## config.mk

```make
export PLATFORM = sky130hd
export DESIGN_NAME = mem_resp_stage
export DESIGN_NICKNAME = d
export VERILOG_FILES = /design/src/rtl/mem_resp_stage_pkg.sv /design/src/rtl/mem_resp_watchdog.sv /design/src/rtl/mem_resp_stage.sv
export SDC_FILE = /design/constraint.sdc
export NUM_CORES = 1
export LEC_CHECK = 0
export BUFFER_PORTS_ARGS = -buffer_cell sky130_fd_sc_hd__buf_4
export CORE_UTILIZATION = 41
export DETAILED_ROUTE_END_ITERATION = 7
export GPL_ROUTABILITY_DRIVEN = 0
export PLACE_DENSITY = 0.68
export REMOVE_ABC_BUFFERS = 1
export SETUP_SLACK_MARGIN = 0.3
export SYNTH_ARGS = -nofsm -noshare
export SYNTH_HDL_FRONTEND = slang
export SYNTH_HIERARCHICAL = 1
export SYNTH_SLANG_ARGS = --single-unit
```

## constraint.sdc

```tcl
create_clock -name clk -period 25.2 [get_ports clk]
set_clock_uncertainty 0.2 [all_clocks]
set_input_delay 3.78 -clock clk [delete_from_list [all_inputs] [get_ports clk]]
set_output_delay 3.78 -clock clk [all_outputs]
set_load 0.1 [all_outputs]
```

## src/rtl/mem_resp_stage_pkg.sv

```systemverilog
// Shared types for the memory-response stage: FSM states, the writeback
// record and the data-bus request/response structs.
package mem_resp_stage_pkg;

  typedef enum logic [1:0] {
    IDLE = 2'd0,
    ADDR = 2'd1,
    DATA = 2'd2
  } state_t;

  typedef enum logic [1:0] {
    MSIZE1 = 2'd0,
    MSIZE2 = 2'd1,
    MSIZE4 = 2'd2
  } msize_t;

  // The memory stage produces the same record shape; valM is filled in here.
  typedef struct packed {
    logic [5:0]  opcode;
    logic [31:0] valE;
    logic [4:0]  dstE;
    logic [4:0]  dstM;
    logic [5:0]  funct;
    logic [31:0] pc;
    logic [31:0] valM;
  } plr_w;

  typedef struct packed {
    logic        valid;
    logic [31:0] addr;
    msize_t      size;
    logic [3:0]  strobe;
    logic [31:0] data;
  } dbus_req_t;

  typedef struct packed {
    logic        addr_ok;
    logic        data_ok;
    logic [31:0] data;
  } dbus_resp_t;

  // A request with no byte strobes is a read whose data returns in valM.
  function automatic logic is_load(input dbus_req_t req);
    return req.strobe == 4'b0000;
  endfunction

endpackage

```

## src/rtl/mem_resp_watchdog.sv

```systemverilog
// Bus watchdog: counts cycles spent waiting on the data bus and raises a
// sticky error once TIMEOUT wait cycles pass without a data response.
module mem_resp_watchdog #(
  parameter int TIMEOUT = 1023
) (
  input  logic clk,
  input  logic reset,
  input  logic start,
  input  logic busy,
  input  logic done,
  output logic fire,
  output logic bus_err
);

  localparam logic [15:0] LIMIT = 16'(TIMEOUT - 1);

  logic [15:0] count;

  // A response arriving in the final wait cycle still wins over the timeout.
  assign fire = busy && (count == LIMIT) && !done;

  always_ff @(posedge clk or posedge reset) begin
    if (reset) begin
      count   <= '0;
      bus_err <= 1'b0;
    end else begin
      if (start) begin
        count <= '0;
      end else if (busy) begin
        count <= count + 16'd1;
      end
      if (fire) begin
        bus_err <= 1'b1;
      end
    end
  end

endmodule

```

## src/rtl/mem_resp_stage.sv

```systemverilog
// Memory-response stage: issues the buffered data-bus request and returns
// the writeback record. Optional watchdog enabled by MEM_RESP_WATCHDOG_EN.
module mem_resp_stage
  import mem_resp_stage_pkg::*;
#(
  parameter int TIMEOUT = 1023
) (
  input  logic       clk,
  input  logic       reset,
  input  logic       m_valid,
  input  plr_w       r_m,
  input  dbus_req_t  dreq_in,
  output dbus_req_t  dreq,
  input  dbus_resp_t dresp,
  output logic       stall,
  output logic       w_valid,
  output plr_w       r_w,
  output logic       bus_err
);

  state_t    state;
  dbus_req_t req_buf;
  plr_w      rec_buf;
  logic      timeout;
  logic      start_req;

  if (TIMEOUT < 1 || TIMEOUT > 65535) begin : g_bad_timeout
    $error("mem_resp_stage: TIMEOUT must be in 1..65535");
  end

  assign start_req = (state == IDLE) && m_valid && dreq_in.valid;
  assign stall     = (state != IDLE) || (m_valid && dreq_in.valid);

  // The bus only sees the buffered copy, so upstream changes cannot leak out.
  always_comb begin
    dreq       = req_buf;
    dreq.valid = (state == ADDR);
  end

`ifdef MEM_RESP_WATCHDOG_EN
  mem_resp_watchdog #(
    .TIMEOUT (TIMEOUT)
  ) u_watchdog (
    .clk     (clk),
    .reset   (reset),
    .start   (start_req),
    .busy    (state != IDLE),
    .done    (dresp.data_ok),
    .fire    (timeout),
    .bus_err (bus_err)
  );
`else
  assign timeout = 1'b0;
  assign bus_err = 1'b0;
`endif

  always_ff @(posedge clk or posedge reset) begin
    if (reset) begin
      state   <= IDLE;
      w_valid <= 1'b0;
      r_w     <= '0;
      req_buf <= '0;
      rec_buf <= '0;
    end else begin
      w_valid <= 1'b0;
      unique case (state)
        IDLE: begin
          if (start_req) begin
            req_buf <= dreq_in;
            rec_buf <= r_m;
            state   <= ADDR;
          end else if (m_valid) begin
            r_w      <= r_m;
            r_w.valM <= '0;
            w_valid  <= 1'b1;
          end
        end
        ADDR, DATA: begin
          if (dresp.data_ok) begin
            r_w      <= rec_buf;
            r_w.valM <= is_load(req_buf) ? dresp.data : '0;
            w_valid  <= 1'b1;
            state    <= IDLE;
          end else if (timeout) begin
            state <= IDLE;
          end else if (state == ADDR && dresp.addr_ok) begin
            state <= DATA;
          end
        end
        default: state <= IDLE;
      endcase
    end
  end

endmodule

```

**After elaboration in Yosys (flattened, before gate mapping)**

Cells that the tools add are included.

- Register bits: 277
- Output and inout port bits: 192
- Logic and storage cells: 52

- Eq/ne operators: 7
- Multiplexer cells: 13
- Reductions and logical operators: 13

Operator list:

| kind | count |
|---|---|
| $mux 118 | 3 |
| $pmux 118 s2 | 1 |
| $mux 32 | 1 |
| $ne 2x2->1 const B | 4 |
| $mux 2 | 3 |
| $logic_and 1x1->1 | 4 |
| $logic_not 4->1 | 1 |
| $pmux 2 s2 | 1 |
| $reduce_and 2->1 | 2 |
| $reduce_and 4->1 | 1 |
| $reduce_bool 2->1 | 2 |
| $mux 1 | 3 |
| $ne 3x3->1 const B | 1 |
| $eq 2x1->1 const B | 1 |
| $eq 2x2->1 const B | 1 |
| $logic_not 2->1 | 1 |
| $pmux 1 s2 | 1 |
| $reduce_or 2->1 | 1 |
| $logic_or 1x1->1 | 1 |

**Depth between registers and ports, before layout**

- Depth after elaboration: 5
- Gate-level depth with buffers: 9
- Depth with buffers taken out: 5

**Least setup slack after synthesis**

No wires, ideal clock.

- Path kind: input to output
- Start point: input port dreq_in[70] (netlist bit)
- End point: output port stall
- Data arrival time: 4.448 ns
- Required time: 21.220 ns
- Setup slack: 16.772 ns
- Stages: 2
- Path buffers: 0
- Path through: a21boi_1 inv_1

- Word-level cells in the longest chain between the ends: 2

RTL lines:

| what | RTL line | RTL |
|---|---|---|
| from (decl) | mem_resp_stage.sv:12 | `input dbus_req_t dreq_in,` |
| $logic_and 1x1->1 | mem_resp_stage.sv:32 | `assign stall = (state != IDLE) \|\| (m_valid && dreq_in.valid);` |
| $logic_or 1x1->1 | mem_resp_stage.sv:32 |  |
| to (decl) | mem_resp_stage.sv:15 | `output logic stall,` |

No other way between the ends.

**Final worst setup path**

Ends and elaborated chain as after synthesis.

==> results_dict.tcl <==
set metrics [dict create \
    antenna_found_initial 0 \
    cp_slowest_stage_delay_ns 0.23 \
    cts_tree "yes" \
    dieWidth_um 172 \
    cts-root-buf "clkbuf_16" \
    crit_type "input pin to primary output" \
    timing.rr.end "r_w[35]" \
    path_common_cell "buf_4" \
    preCtsSetupSlack_ns 16.78 \
    area_growth_pct 35.2 \
    grt.total_usage_pct 17.4 \
    overflow 0 \
    syn-instance-count 742 \
    synth_top_family_by_area "multiplexers" \
    crit_path_start_kind "input pin" \
    hold_class "flip-flop to flip-flop" \
    avgSynthCellArea_um2 15.9 \
    relSlewSlack_pct 26.9 \
    worst_slack_ns 16.78 \
    synthAdderAreaFrac_pct 0.423 \
    synth-seq-area-share_pct 58.6 \
    via_per_inst 4.86 \
    layout.cells.non_filler 1519 \
    status "completed" \
    fp.coreArea_um2 28100 \
    end_kind "primary output" \
    numCtsBuffers 30 \
    max_freq_mhz 119 \
    crit_arrival_ns 4.44 \
    io_pins 418 \
    synth_compound_area_share_pct 0.286 \
    wl_per_cell_um 17.3 \
    post-cts-setup-buffers 0 \
    antenna_left 0 \
    cts_sinks 277 \
    placed_cells 1464 \
    firstDrtPassIters 2 \
    hold_viol_final 0 \
    io_buffers 384 \
    drive_gt1_share_pct 50.2 \
    die_area_um2 29500 \
    synthesis.area_um2 11800 \
    crit_path_top_delay_cell "buf_4" \
    muxShareOfSynthArea_pct 34.4 \
    yosys_warnings 6 \
    nets 1348 \
    holdWs_ns 0.283 \
    grt_pass1_wl_mm 40.4 \
    clockBufferDepth 3 \
    tns_ns 0 \
    drv_cap 0 \
    rsz0062_at_grt "false" \
    reg2reg_from "state[0]" \
    final_max_slew_viol_count 0 \
    dp_hpwl_mm 17.7 \
    tightest_slew_ns 1.10 \
    synthSimpleGateAreaFrac_pct 3.75 \
    num_vias 7377 \
    die_h_um 172 \
    cp.buffers_inverters 3 \
    ys_ff_latch 277 \
    ff2ff_path_depth 7 \
    routed_wl_mm 26.3 \
    hold_buffers 0 \
    worst-r2r-setup-slack_ns 21.29 \
    cp-endpoint "stall" \
    cp_max_fo 4 \
    setup-violations-final 0 \
    synth.distinct_cells 24 \
    rows 61 \
    finalCriticalPeriod_ns 8.42 \
    crit_cells 4 \
    route.detailed.drc 0 \
    cts_resized 0 \
    clk_pin_slew_ns 0.06 \
    min_from "rec_buf[96]" \
    crit_chain "buf_4 > a21boi_1 > inv_1 > buf_4" \
    synth_xor_area_share_pct 0 \
    crit_required_ns 21.22 \
    grt_max_degree 146 \
    diodes 0 \
    crit_family "buffers and inverters" \
    holdPathStages 1 \
    start_util_pct 42.1 \
    grt_pass1_vias 7486 \
    h-tree-depth 1 \
    startpoint "dreq_in[70]" \
    drt_iter0_drc 250 \
    clk_latency_ns 0.54 \
    timing.final.crit_share_pct 33.4 \
]
## area by class of cell
type                       count  area (um2)
sequential                   277        6930
fill                        2350       12100
tap                          378         473
multi-input combinational    412        4630
clock inverter                 6        30.0
inverter                       4        22.5
timing repair buffer         393        2950
clock buffer                  49         953
## cell families after synthesis
group | after synthesis
AOI/OAI and AO/OA | 5
adders and majority gates | 4
buffers and inverters | 53
DFF | 277
muxes | 361
other | 1
and+or+nand+nor | 41
## worst register-to-register path: stages, from the launching register on
cell and delay, ns:
dfrtp_1 0.39, inv_1 0.10, ha_4 0.68, nor2_1 0.17, a211oi_4 0.24, buf_4 0.57, buf_4 0.93, mux2_2 0.52
## cell usage in the layout (no fill, tap or decap), types with 2 or more instances in the layout
master     instances
buf_4            393
dfrtp_1          277
mux2_1           263
mux2_2            98
clkbuf_16         31
nor3b_2           30
clkbuf_8          11
clkbuf_1           7
clkinv_2           6
inv_1              3
ha_1               3
nand2_1            2
a21oi_1            2
nor3b_1            2
## synthesized netlist by cell type, drive strengths merged
| library cell | count | share of area (%) |
|---|---|---|
| mux2 | 361 | 34 |
| dfrtp | 277 | 59 |
| buf | 36 | 2.0 |
| nor3b | 32 | 3.3 |
| clkbuf | 13 | 0.41 |
| ha | 4 | 0.42 |
| inv | 4 | 0.13 |
| a21oi | 2 | 0.085 |
| nand2 | 2 | 0.064 |
| nand3 | 2 | 0.085 |
| a211oi | 1 | 0.064 |
| a21boi | 1 | 0.064 |
| and2b | 1 | 0.064 |
| conb | 1 | 0.032 |
| nand2b | 1 | 0.053 |
| nand3b | 1 | 0.064 |
| nor2 | 1 | 0.032 |
| o32ai | 1 | 0.074 |
| or4b | 1 | 0.085 |
## per-layer routing
metal | track usage [%] | routed length, um | up-vias | share of wire (%)
met5 | 0 | 0 | - | 0
met4 | 4.35 | 478 | 0 | 1.8
met3 | 5.84 | 2550 | 37 | 9.7
met2 | 28.5 | 12200 | 269 | 46
met1 | 21.9 | 11100 | 3674 | 42
li1 | - | - | 3397 | -
## worst min-delay path by stage
stage	end	slack [ns]
floorplan	rec_buf[100]	0.26
global placement	rec_buf[97]	0.27
detailed placement	rec_buf[88]	0.28
CTS	r_w[84]	0.29
global route	r_w[113]	0.30
finish	rec_buf[96]	0.28
## registers in the layout, indices dropped and copies added (netlist names)
name,cells
r_w,118
w_valid,1
rec_buf,86
state,2
dreq,70
## through the flow
stage | utilization [%] | area [um2]
finish | 56.9 | 16000
global route | 56.9 | 16000
CTS | 56.9 | 16000
detailed placement | 53.4 | 15000
global placement | 53.4 | 15000
floorplan | - | 11500
Power is not shown: default switching activity piles up to over one toggle a cycle in this logic, so the estimate is an artifact.
